[src/rtl/skolem_chk_pkg.sv]
// Shared definitions for the bvsle/bvshl Skolem checkers: state encoding,
// default widths and a reference form of the predicate at the default width.
package skolem_chk_pkg;

  localparam int W_DEF     = 4;
  localparam int CNT_W_DEF = 16;

  typedef enum logic [1:0] {
    IDLE = 2'd0,
    SCAN = 2'd1,
    DONE = 2'd2
  } state_e;

  // P(x) = $signed(x << s) <= $signed(t); shifts of W or more give 0.
  function automatic logic shl_sle(input logic [W_DEF-1:0] x,
                                   input logic [W_DEF-1:0] s,
                                   input logic [W_DEF-1:0] t);
    logic [W_DEF-1:0] sh;
    sh = ({1'b0, s} >= (W_DEF+1)'(W_DEF)) ? '0 : (x << s);
    return $signed(sh) <= $signed(t);
  endfunction

endpackage

[src/rtl/shl_sle_pred.sv]
// Combinational predicate p = $signed(x << s) <= $signed(t) on W bits,
// with the shift truncated to W bits and any s >= W producing 0.
module shl_sle_pred #(
  parameter int W = 4
) (
  input  logic [W-1:0] x,
  input  logic [W-1:0] s,
  input  logic [W-1:0] t,
  output logic         p
);

  logic [W-1:0] shifted;

  always_comb begin
    shifted = '0;
    if ({1'b0, s} < (W+1)'(W)) shifted = x << s;
    p = $signed(shifted) <= $signed(t);
  end

endmodule

[src/rtl/skolem_check_bvsle_bvshl.sv]
// Sequential checker for the bvsle/bvshl Skolem netlist: sweeps every x to decide
// whether a witness exists, grades the candidate and counts failing results.
module skolem_check_bvsle_bvshl
  import skolem_chk_pkg::*;
#(
  parameter int W     = W_DEF,
  parameter int CNT_W = CNT_W_DEF
) (
  input  logic             clk,
  input  logic             rst,
  input  logic             in_valid,
  output logic             in_ready,
  input  logic [W-1:0]     s,
  input  logic [W-1:0]     t,
  input  logic [W-1:0]     x_cand,
  output logic             out_valid,
  input  logic             out_ready,
  output logic             exists,
  output logic             cand_ok,
  output logic             pass,
  output logic [W-1:0]     witness,
  output logic [CNT_W-1:0] fail_count,
  output state_e           state_dbg
);

  // Handshakes: a tuple transfers on a rising edge with in_valid && in_ready, a
  // result transfers on a rising edge with out_valid && out_ready; the producer
  // holds its data stable while valid is high and ready is low.

  state_e             state_q, state_d;
  logic [W-1:0]       s_q, s_d, t_q, t_d, idx_q, idx_d, witness_q, witness_d;
  logic               exists_q, exists_d, cand_ok_q, cand_ok_d, pass_q, pass_d;
  logic [CNT_W-1:0]   fail_q, fail_d;
  logic               p_cand, p_idx;

  shl_sle_pred #(.W(W)) u_pred_cand (.x(x_cand), .s(s),   .t(t),   .p(p_cand));
  shl_sle_pred #(.W(W)) u_pred_idx  (.x(idx_q),  .s(s_q), .t(t_q), .p(p_idx));

  always_comb begin
    state_d   = state_q;
    s_d       = s_q;
    t_d       = t_q;
    idx_d     = idx_q;
    witness_d = witness_q;
    exists_d  = exists_q;
    cand_ok_d = cand_ok_q;
    pass_d    = pass_q;
    fail_d    = fail_q;
    case (state_q)
      IDLE: begin
        if (in_valid) begin
          s_d       = s;
          t_d       = t;
          cand_ok_d = p_cand;
          exists_d  = 1'b0;
          witness_d = '0;
          pass_d    = 1'b0;
          idx_d     = '0;
          state_d   = SCAN;
        end
      end
      SCAN: begin
        // First hit wins, so the witness is the smallest satisfying x.
        if (p_idx && !exists_q) begin
          exists_d  = 1'b1;
          witness_d = idx_q;
        end
        if (idx_q == '1) begin
          pass_d  = !(exists_q || p_idx) || cand_ok_q;
          state_d = DONE;
        end else begin
          idx_d = idx_q + W'(1);
        end
      end
      DONE: begin
        if (out_ready) begin
          if (!pass_q && !(&fail_q)) fail_d = fail_q + CNT_W'(1);
          state_d = IDLE;
        end
      end
      default: state_d = IDLE;
    endcase
  end

  always_ff @(posedge clk) begin
    if (rst) begin
      state_q   <= IDLE;
      s_q       <= '0;
      t_q       <= '0;
      idx_q     <= '0;
      witness_q <= '0;
      exists_q  <= 1'b0;
      cand_ok_q <= 1'b0;
      pass_q    <= 1'b0;
      fail_q    <= '0;
    end else begin
      state_q   <= state_d;
      s_q       <= s_d;
      t_q       <= t_d;
      idx_q     <= idx_d;
      witness_q <= witness_d;
      exists_q  <= exists_d;
      cand_ok_q <= cand_ok_d;
      pass_q    <= pass_d;
      fail_q    <= fail_d;
    end
  end

  assign in_ready   = (state_q == IDLE);
  assign out_valid  = (state_q == DONE);
  assign exists     = exists_q;
  assign cand_ok    = cand_ok_q;
  assign pass       = pass_q;
  assign witness    = witness_q;
  assign fail_count = fail_q;
  assign state_dbg  = state_q;

endmodule
[config.mk]
export PLATFORM = sky130hd
export DESIGN_NAME = skolem_check_bvsle_bvshl
export DESIGN_NICKNAME = d
export VERILOG_FILES = /design/src/rtl/skolem_chk_pkg.sv /design/src/rtl/shl_sle_pred.sv /design/src/rtl/skolem_check_bvsle_bvshl.sv
export SDC_FILE = /design/constraint.sdc
export NUM_CORES = 1
export LEC_CHECK = 0
export CORE_MARGIN = 2
export CORE_UTILIZATION = 44
export DETAILED_ROUTE_END_ITERATION = 16
export PLACE_DENSITY_LB_ADDON = 0.1
export SLEW_MARGIN = 20
export SYNTH_ARGS = -nofsm -noshare
export SYNTH_HDL_FRONTEND = slang
export SYNTH_HIERARCHICAL = 1
export SYNTH_SLANG_ARGS = --single-unit
[constraint.sdc]
create_clock -name clk -period 8.2 [get_ports clk]
set_input_delay 1.64 -clock clk [delete_from_list [all_inputs] [get_ports clk]]
set_output_delay 1.64 -clock clk [all_outputs]
set_load 0.1 [all_outputs]
# After elaboration in Yosys (flattened, before gate mapping)
# Index checks and enable logic that the tools add are counted.
# totals
word_cells,58
regBits,37
# op_classes
n_eq_ne,8
n_lt_le_gt_ge,4
addsub,2
reduce_logical,17
n_shift,2
mux,16
# op_table
op,count
$mux W4,5
$add A16 B1 Y16 const B,1
$pmux W4 S2,2
$reduce_and A16 Y1,1
$reduce_and A3 Y1,5
$le A4 B4 Y1,2
$lt A4 B3 Y1 const B,2
$ne A2 B2 Y1 const B,4
$shl A4 B4 Y4,2
$mux W2,3
$pmux W2 S3,1
$add A4 B1 Y4 const B,1
$eq A4 B4 Y1 const B,1
$logic_not A1 Y1,4
$pmux W1 S2,2
$mux W1,3
$eq A2 B1 Y1 const B,1
$eq A2 B2 Y1 const B,1
$logic_and A1 B1 Y1,2
$logic_not A2 Y1,1
$logic_or A1 B1 Y1,2
$ne A2 B1 Y1 const B,1
$reduce_and A2 Y1,1
$reduce_bool A2 Y1,1

# Depth between registers and ports, before layout
# Gate-level depths: netlist (run 1).
# depth
word_depth,8
depth_mapped,11
mapped_depth_nobuf,11

# Modules after synthesis
# Netlist (run 1), hierarchy kept.
# modules_own_cells
mod,cells_each,area_each_um2,instances
skolem_check_bvsle_bvshl,203,1700.4,1
shl_sle_pred,24,187.7,2

# Least setup slack after synthesis (run 1)
# No wires, ideal clock.
# synth_timing
path_type,flip-flop to output port
start,reg state_q[1] (netlist: state_dbg[1])
end,out out_valid
path_buffers,0
t_arrival_ns,2.506
path_slack_ns,4.054
stages_incl_launch_ff,2
cell_sequence,dfxtp_1 nor2b_1
# synth_via
elab_chain_len,1
# synth_lines
element,line_no,text
start: declaration,skolem_check_bvsle_bvshl.sv:30,"state_e state_q, state_d;"
start signal: assignment,skolem_check_bvsle_bvshl.sv:97,state_q <= state_d;
$eq A2 B2 Y1,skolem_check_bvsle_bvshl.sv:110,assign out_valid = (state_q == DONE);
end: declaration,skolem_check_bvsle_bvshl.sv:16,"output logic out_valid,"
# No other way between the ends.

# Worst setup path after layout (run 1)
# Ends and elaborated chain as after synthesis.

==> impl_metrics.env, run 1 <==
export IMPL_setup_viol=0
export IMPL_nFillCells=415
export IMPL_r2r_end="witness[3]"
export IMPL_pin_count=43
export IMPL_final_max_slew_viol_count=0
export IMPL_synthFlopType="dfxtp_1"
export IMPL_finalHoldViolCount=0
export IMPL_dr_total_vias=1954
export IMPL_ys_types=42
export IMPL_post_cts_buffers=0
export IMPL_powerDensity_nw_per_um2=147.3
export IMPL_synth_edff_count=0
export IMPL_synth_area_leaders="dfxtp_1 (36%), a21oi_1 (6.3%), ha_1 (6.0%)"
export IMPL_antenna_found_initial=0
export IMPL_clock_latency_ns=0.30
export IMPL_cts_root_buf="clkbuf_8"
export IMPL_via_per_inst=5.599
export IMPL_hpwl_um=3300
export IMPL_drv_cap=0
export IMPL_fin_crit_sh=0.4603
export IMPL_fin_util=0.5974
export IMPL_remaining_drc_errors=0
export IMPL_syn_area_um2=2076
export IMPL_ff2ff_path_depth=11
export IMPL_fin_crit_ns=3.775
export IMPL_synth_top_area_share=0.3568
export IMPL_crit_path_start_kind="register"
export IMPL_die_area_um2=5283
export IMPL_worst_pin_slew_ns=0.9750
export IMPL_ys_warn_count=6
export IMPL_postRouteAntennaNets=0
export IMPL_synth_fp_nets=277
export IMPL_gp_congestion=0.7987
export IMPL_final_area_um2=2655
export IMPL_drtIter0Drc=171
export IMPL_gr_usage_all_layers=0.1790
export IMPL_min_path_type="reg -> reg"
export IMPL_seq_area_frac_synth=0.3568
export IMPL_r2r_start="idx_q[2]"
export IMPL_syn_avg_cell_area_um2=8.270
export IMPL_status="finished, final reports clean"
export IMPL_grt_pass1_wl_um=7548
export IMPL_die_x_um=72.69
export IMPL_synthArstFlopShare=0
export IMPL_globalRouteOverflowTotal=0
export IMPL_drive_above_1_share=0.09091
export IMPL_worstSetupEndpoint="out_valid"
export IMPL_fin_skew_ns=0.004908
export IMPL_core_um2=4444
export IMPL_ir_worst_vdd_v=0.00006863
export IMPL_yosys_register_bits=37
export IMPL_cp_startpoint="state_dbg[1]"
export IMPL_worstPathMaxFanout=9
export IMPL_cts_buffer_depth=2
export IMPL_p_leak_nw=0.9228
export IMPL_rrSetupSlack_ns=4.88
export IMPL_die_h_um=72.69
export IMPL_drt_total_wl_um=4592
export IMPL_grt_max_degree=43
export IMPL_path_clk_slew_ns=0.07
export IMPL_start_util=0.4671
export IMPL_syn_to_final_growth_pct=27.91
export IMPL_grt_pass1_vias=1747
export IMPL_antennaDiodeCount=0
export IMPL_crit_arrival_ns=2.13
export IMPL_crit_type="reg -> out"
export IMPL_finalPower_uw=391.1
export IMPL_end_kind="output pin"
export IMPL_io_buffers=42
export IMPL_grt_setup_unrepaired="no"
export IMPL_dr_pass1_iters=4
export IMPL_yosys_top_cells_count="dfxtp_1 (37), nand2_1 (31), a21oi_1 (26)"
export IMPL_place_area_um2=2554
export IMPL_htree_num_levels=2
export IMPL_synth_most_common_cell="dfxtp_1"
export IMPL_wire_per_inst_um=13.16
export IMPL_cts_made_buffers=5
export IMPL_nets=322
export IMPL_max_freq_mhz=264.9
export IMPL_clkSinkCount=37
export IMPL_cts_tree="done"
export IMPL_row_count=24
export IMPL_finalSetupTns_ns=0
export IMPL_cts_hold_fix_buffers=0
export IMPL_crit_required_ns=6.56
export IMPL_post_cts_resized=0
export IMPL_syn_inst=251
export IMPL_synth_largest_area_cell="dfxtp_1"
export IMPL_slew_limit_headroom=0.3479
==> logic make-up after synthesis <==
logic type | count (synthesis) | share of synthesized area
compound gates | 64 | 0.2068
xor+xnor | 1 | 0.004220
fa+ha+maj | 10 | 0.06028
buf+inv | 17 | 0.03255
flops | 37 | 0.3568
mux | 7 | 0.03617
simple gates | 115 | 0.3032
==> placed cells by master, fill, tap and decap left out, types with 2 or more instances in the layout <==
cell | Yosys | final
clkdlybuf4s50_1 | 0 | 42
dfxtp_1 | 37 | 37
nand2_1 | 31 | 31
a21oi_1 | 26 | 26
nor2_1 | 15 | 15
nand3_1 | 15 | 15
nor2b_1 | 11 | 11
inv_1 | 10 | 10
ha_1 | 10 | 10
a211oi_1 | 9 | 9
o21ai_0 | 7 | 7
clkbuf_8 | 0 | 7
nor3_1 | 6 | 6
o31ai_1 | 6 | 6
or3_1 | 5 | 5
or4_1 | 5 | 5
o211ai_1 | 4 | 4
nand4_1 | 4 | 4
mux2_2 | 4 | 4
nand2b_1 | 4 | 4
a2111oi_2 | 4 | 4
nor4_1 | 3 | 3
a31oi_1 | 3 | 3
mux2i_1 | 3 | 3
buf_4 | 1 | 3
nor4bb_1 | 2 | 2
and2_1 | 2 | 2
nand3b_1 | 2 | 2
and2b_2 | 2 | 2
==> worst max-delay path, cell delays in order (launching register included) <==
cell and delay, ns:
dfxtp_1 0.47, nor2b_1 0.21, clkdlybuf4s50_1 1.15
==> per-layer routing <==
metal / part of all wire / global-route usage
met1: 0.48 / 0.2239
met2: 0.47 / 0.3000
met3: 0.043 / 0.03867
met4: 0.010 / 0.06996
met5: 0 / 0
==> per-stage QoR <==
stage               setup slack (ns)  instances  hold WS, ns
finish                         4.425        349       0.4547
detailed placement             4.380        341       0.4481
CTS                            4.417        349       0.4582
floorplan                      4.054        251       0.4363
global route                   4.358        349       0.4811
global placement               4.444        341       0.4417
==> power breakdown <==
group / switching (mW) / internal [mW] / total (mW) / leakage, nW
clock: 0.0663 / 0.0760 / 0.142 / 0.0542
sequential: 0.00524 / 0.184 / 0.189 / 0.300
combinational: 0.0366 / 0.0231 / 0.0598 / 0.569
total: 0.108 / 0.283 / 0.391 / 0.923
==> layout make-up <==
| type | instances | area, µm² | area share |
|---|---|---|---|
| clock buffer | 7 | 96.34 | 0.03629 |
| clock inverter | 1 | 5.005 | 0.001885 |
| inverter | 10 | 37.54 | 0.01414 |
| multi-input combinational | 197 | 1267 | 0.4774 |
| sequential | 37 | 740.7 | 0.2790 |
| tap | 52 | 65.06 | 0.02451 |
| timing repair buffer | 45 | 442.9 | 0.1668 |
==> registers in the layout (all words and copies together), names as in the netlist <==
name and flops:
cand_ok 1, exists 1, fail_count 16, idx_q 4
pass 1, s_q 4, state_dbg 2, t_q 4
witness 4
==> how the worst min path moves through the flow <==
| stage | start | end | slack, ns | depth (start not counted) |
|---|---|---|---|---|
| final | t_q[3] | t_q[3] | 0.45 | 2 |
| after global routing | t_q[0] | t_q[0] | 0.48 | 2 |
| after CTS | t_q[3] | t_q[3] | 0.46 | 2 |
| after detailed placement | t_q[3] | t_q[3] | 0.45 | 2 |
| after global placement | witness[1] | witness[1] | 0.44 | 2 |
| after floorplan | t_q[1] | t_q[1] | 0.44 | 2 |
No activity file was read; power rests on OpenSTA's default activity.
==> run 2: changes to the inputs <==
Clock period 8.2 ns to 3.7 ns, I/O delays scaled along.
==> run 2 against run 1 <==
  * Worst setup slack got worse by 3.5 ns
  * Clock skew barely moved
  * Die area did not move
  * Sequential power rose by 120%
  * Routed wire length rose by 0.57%
  * Critical endpoint is now witness[3]
  * Highest routed layer unchanged
==> impl_metrics.env, run 2 (synthesis gave the netlist of run 1 again) <==
export IMPL_gr_usage_all_layers=0.1887
export IMPL_cp_cell_sequence="nor2b_1, a211oi_1, a2111oi_2, ha_1, a211oi_1, o21ai_0, a31oi_1, nor4bb_1, buf_4, nor2_1, a22oi_1, nor2_1"
export IMPL_status="finished, final reports clean"
export IMPL_worst_hold_slack_ns=0.4571
export IMPL_crit_type="reg -> reg"
export IMPL_cts_buffer_depth=2
export IMPL_cp_depth=12
export IMPL_path_clk_slew_ns=0.07
export IMPL_grt_pass1_wl_um=8052
export IMPL_nFillCells=414
export IMPL_pin_count=43
export IMPL_pwr_share_clk=0.345
export IMPL_start_util=0.4671
export IMPL_final_common_cell="clkdlybuf4s50_1"
export IMPL_post_cts_resized=0
export IMPL_dr_total_vias=1995
export IMPL_die_area_um2=5283
export IMPL_fin_cells=350
export IMPL_finalSetupTns_ns=0
export IMPL_grt_pass1_vias=1883
export IMPL_max_freq_mhz=364.9
export IMPL_via_per_inst=5.700
export IMPL_htree_num_levels=2
export IMPL_grt_max_degree=28
export IMPL_place_ws_ns=0.7750
export IMPL_ff2ff_path_depth=12
export IMPL_setup_viol=0
export IMPL_antenna_found_initial=0
export IMPL_drtIter0Drc=93
export IMPL_syn_to_final_growth_pct=27.79
export IMPL_ir_worst_vdd_v=0.0001998
export IMPL_p_leak_nw=0.9250
export IMPL_finalHoldViolCount=0
export IMPL_io_buffers=42
export IMPL_crit_path_start_kind="register"
export IMPL_postRouteAntennaNets=0
export IMPL_largest_reg_flops=16
export IMPL_powerDensity_nw_per_um2=318.9
export IMPL_antennaDiodeCount=0
export IMPL_worstPathMaxFanout=6
export IMPL_end_kind="register"
export IMPL_clkSinkCount=37
export IMPL_r2r_end="witness[3]"
export IMPL_globalRouteOverflowTotal=0
export IMPL_die_x_um=72.69
export IMPL_slew_limit_headroom=0.3469
export IMPL_dp_cells=343
export IMPL_cts_tree="done"
export IMPL_p_int_uw=609.3
export IMPL_worst_pin_slew_ns=0.9766
export IMPL_hpwl_um=3421
export IMPL_fin_crit_ns=2.741
export IMPL_post_cts_buffers=0
export IMPL_fin_crit_sh=0.7407
export IMPL_switching_share=0.2797
export IMPL_core_um2=4444
export IMPL_seqPwrFrac=0.496
export IMPL_final_cell_mix="clkdlybuf4s50_1 (41), dfxtp_1 (37), nand2_1 (31), a21oi_1 (26)"
export IMPL_cts_hold_fix_buffers=0
export IMPL_worst_slack_ns=0.9593
export IMPL_wire_per_inst_um=13.19
export IMPL_clock_latency_ns=0.29
export IMPL_cp_top_family="compound AO/OA/AOI/OAI gates"
export IMPL_share_comb_of_total_power=0.159
export IMPL_cp_startpoint="idx_q[2]"
export IMPL_crit_required_ns=3.85
export IMPL_drive_above_1_share=0.09396
export IMPL_critical_path_max_stage_delay_ns=0.42
export IMPL_fin_skew_ns=0.005213
export IMPL_dr_pass1_iters=4
export IMPL_min_path_type="reg -> reg"
export IMPL_rrSetupSlack_ns=0.96
export IMPL_r2r_start="idx_q[2]"
export IMPL_cts_made_buffers=5
export IMPL_fin_util=0.5968
export IMPL_cts_root_buf="clkbuf_8"
export IMPL_drt_total_wl_um=4618
export IMPL_die_h_um=72.69
export IMPL_grt_setup_unrepaired="no"
export IMPL_path_buf_inv=1
export IMPL_p_sw_uw=236.5
export IMPL_remaining_drc_errors=0
export IMPL_worstSetupEndpoint="witness[3]"
export IMPL_final_max_slew_viol_count=0
export IMPL_crit_arrival_ns=2.89
export IMPL_cp_slowest_cell="dfxtp_1"
export IMPL_gp_congestion=0.7893
export IMPL_nets=324
export IMPL_drv_cap=0
export IMPL_row_count=24
run 2: cell count changes in the layout (fill, tap and decap cells not counted):
cell / change
clkbuf_1: +1
clkbuf_8: -1
buf_4: +3
clkdlybuf4s50_1: -1
clkinv_2: -1
run 2: how the worst min path moves through the flow:
| stage | slack [ns] | endpoint | start | depth (start not counted) |
|---|---|---|---|---|
| after floorplan | 0.44 | t_q[1] | t_q[1] | 2 |
| after global placement | 0.45 | t_q[1] | t_q[1] | 2 |
| after detailed placement | 0.45 | witness[1] | witness[1] | 2 |
| after CTS | 0.46 | witness[0] | witness[0] | 2 |
| after global routing | 0.47 | t_q[2] | t_q[2] | 2 |
| final | 0.46 | t_q[2] | t_q[2] | 2 |
run 2: through the flow:
stage	total power, mW	instance area (µm²)
after floorplan	0.5159	2076
after global routing	0.8884	2653
after detailed placement	0.5643	2566
after global placement	0.5616	2566
after CTS	0.8515	2653
final	0.8458	2653
run 2: layer usage:
layer,share of wire,track usage
met1,0.47,0.2406
met2,0.49,0.3202
met3,0.028,0.04006
met4,0.010,0.05556
met5,0,0
run 2: power groups by stage:
stage / Clock, mW / Combinational [mW] / Sequential [mW]
2_1_floorplan: 0 / 0.0677 / 0.448
3_3_place_gp: 0 / 0.133 / 0.428
3_5_place_dp: 0 / 0.135 / 0.429
4_1_cts: 0.296 / 0.136 / 0.419
5_1_grt: 0.318 / 0.149 / 0.421
6_report: 0.292 / 0.135 / 0.419
run 2: worst register-to-register path, cell delays in order (launching register included):
cell	delay [ns]
dfxtp_1	0.42
nor2b_1	0.16
a211oi_1	0.06
a2111oi_2	0.36
ha_1	0.32
a211oi_1	0.21
o21ai_0	0.11
a31oi_1	0.22
nor4bb_1	0.29
buf_4	0.18
nor2_1	0.08
a22oi_1	0.16
nor2_1	0.05
run 2: area by class of cell:
| cell class | count | area, µm² | share of cell area |
|---|---|---|---|
| multi-input cells | 197 | 1267 | 0.4778 |
| inverters | 10 | 37.54 | 0.01415 |
| clock buffers | 7 | 86.33 | 0.03255 |
| well taps | 52 | 65.06 | 0.02453 |
| flip-flops and latches | 37 | 740.7 | 0.2792 |
| repair buffers | 47 | 455.4 | 0.1717 |
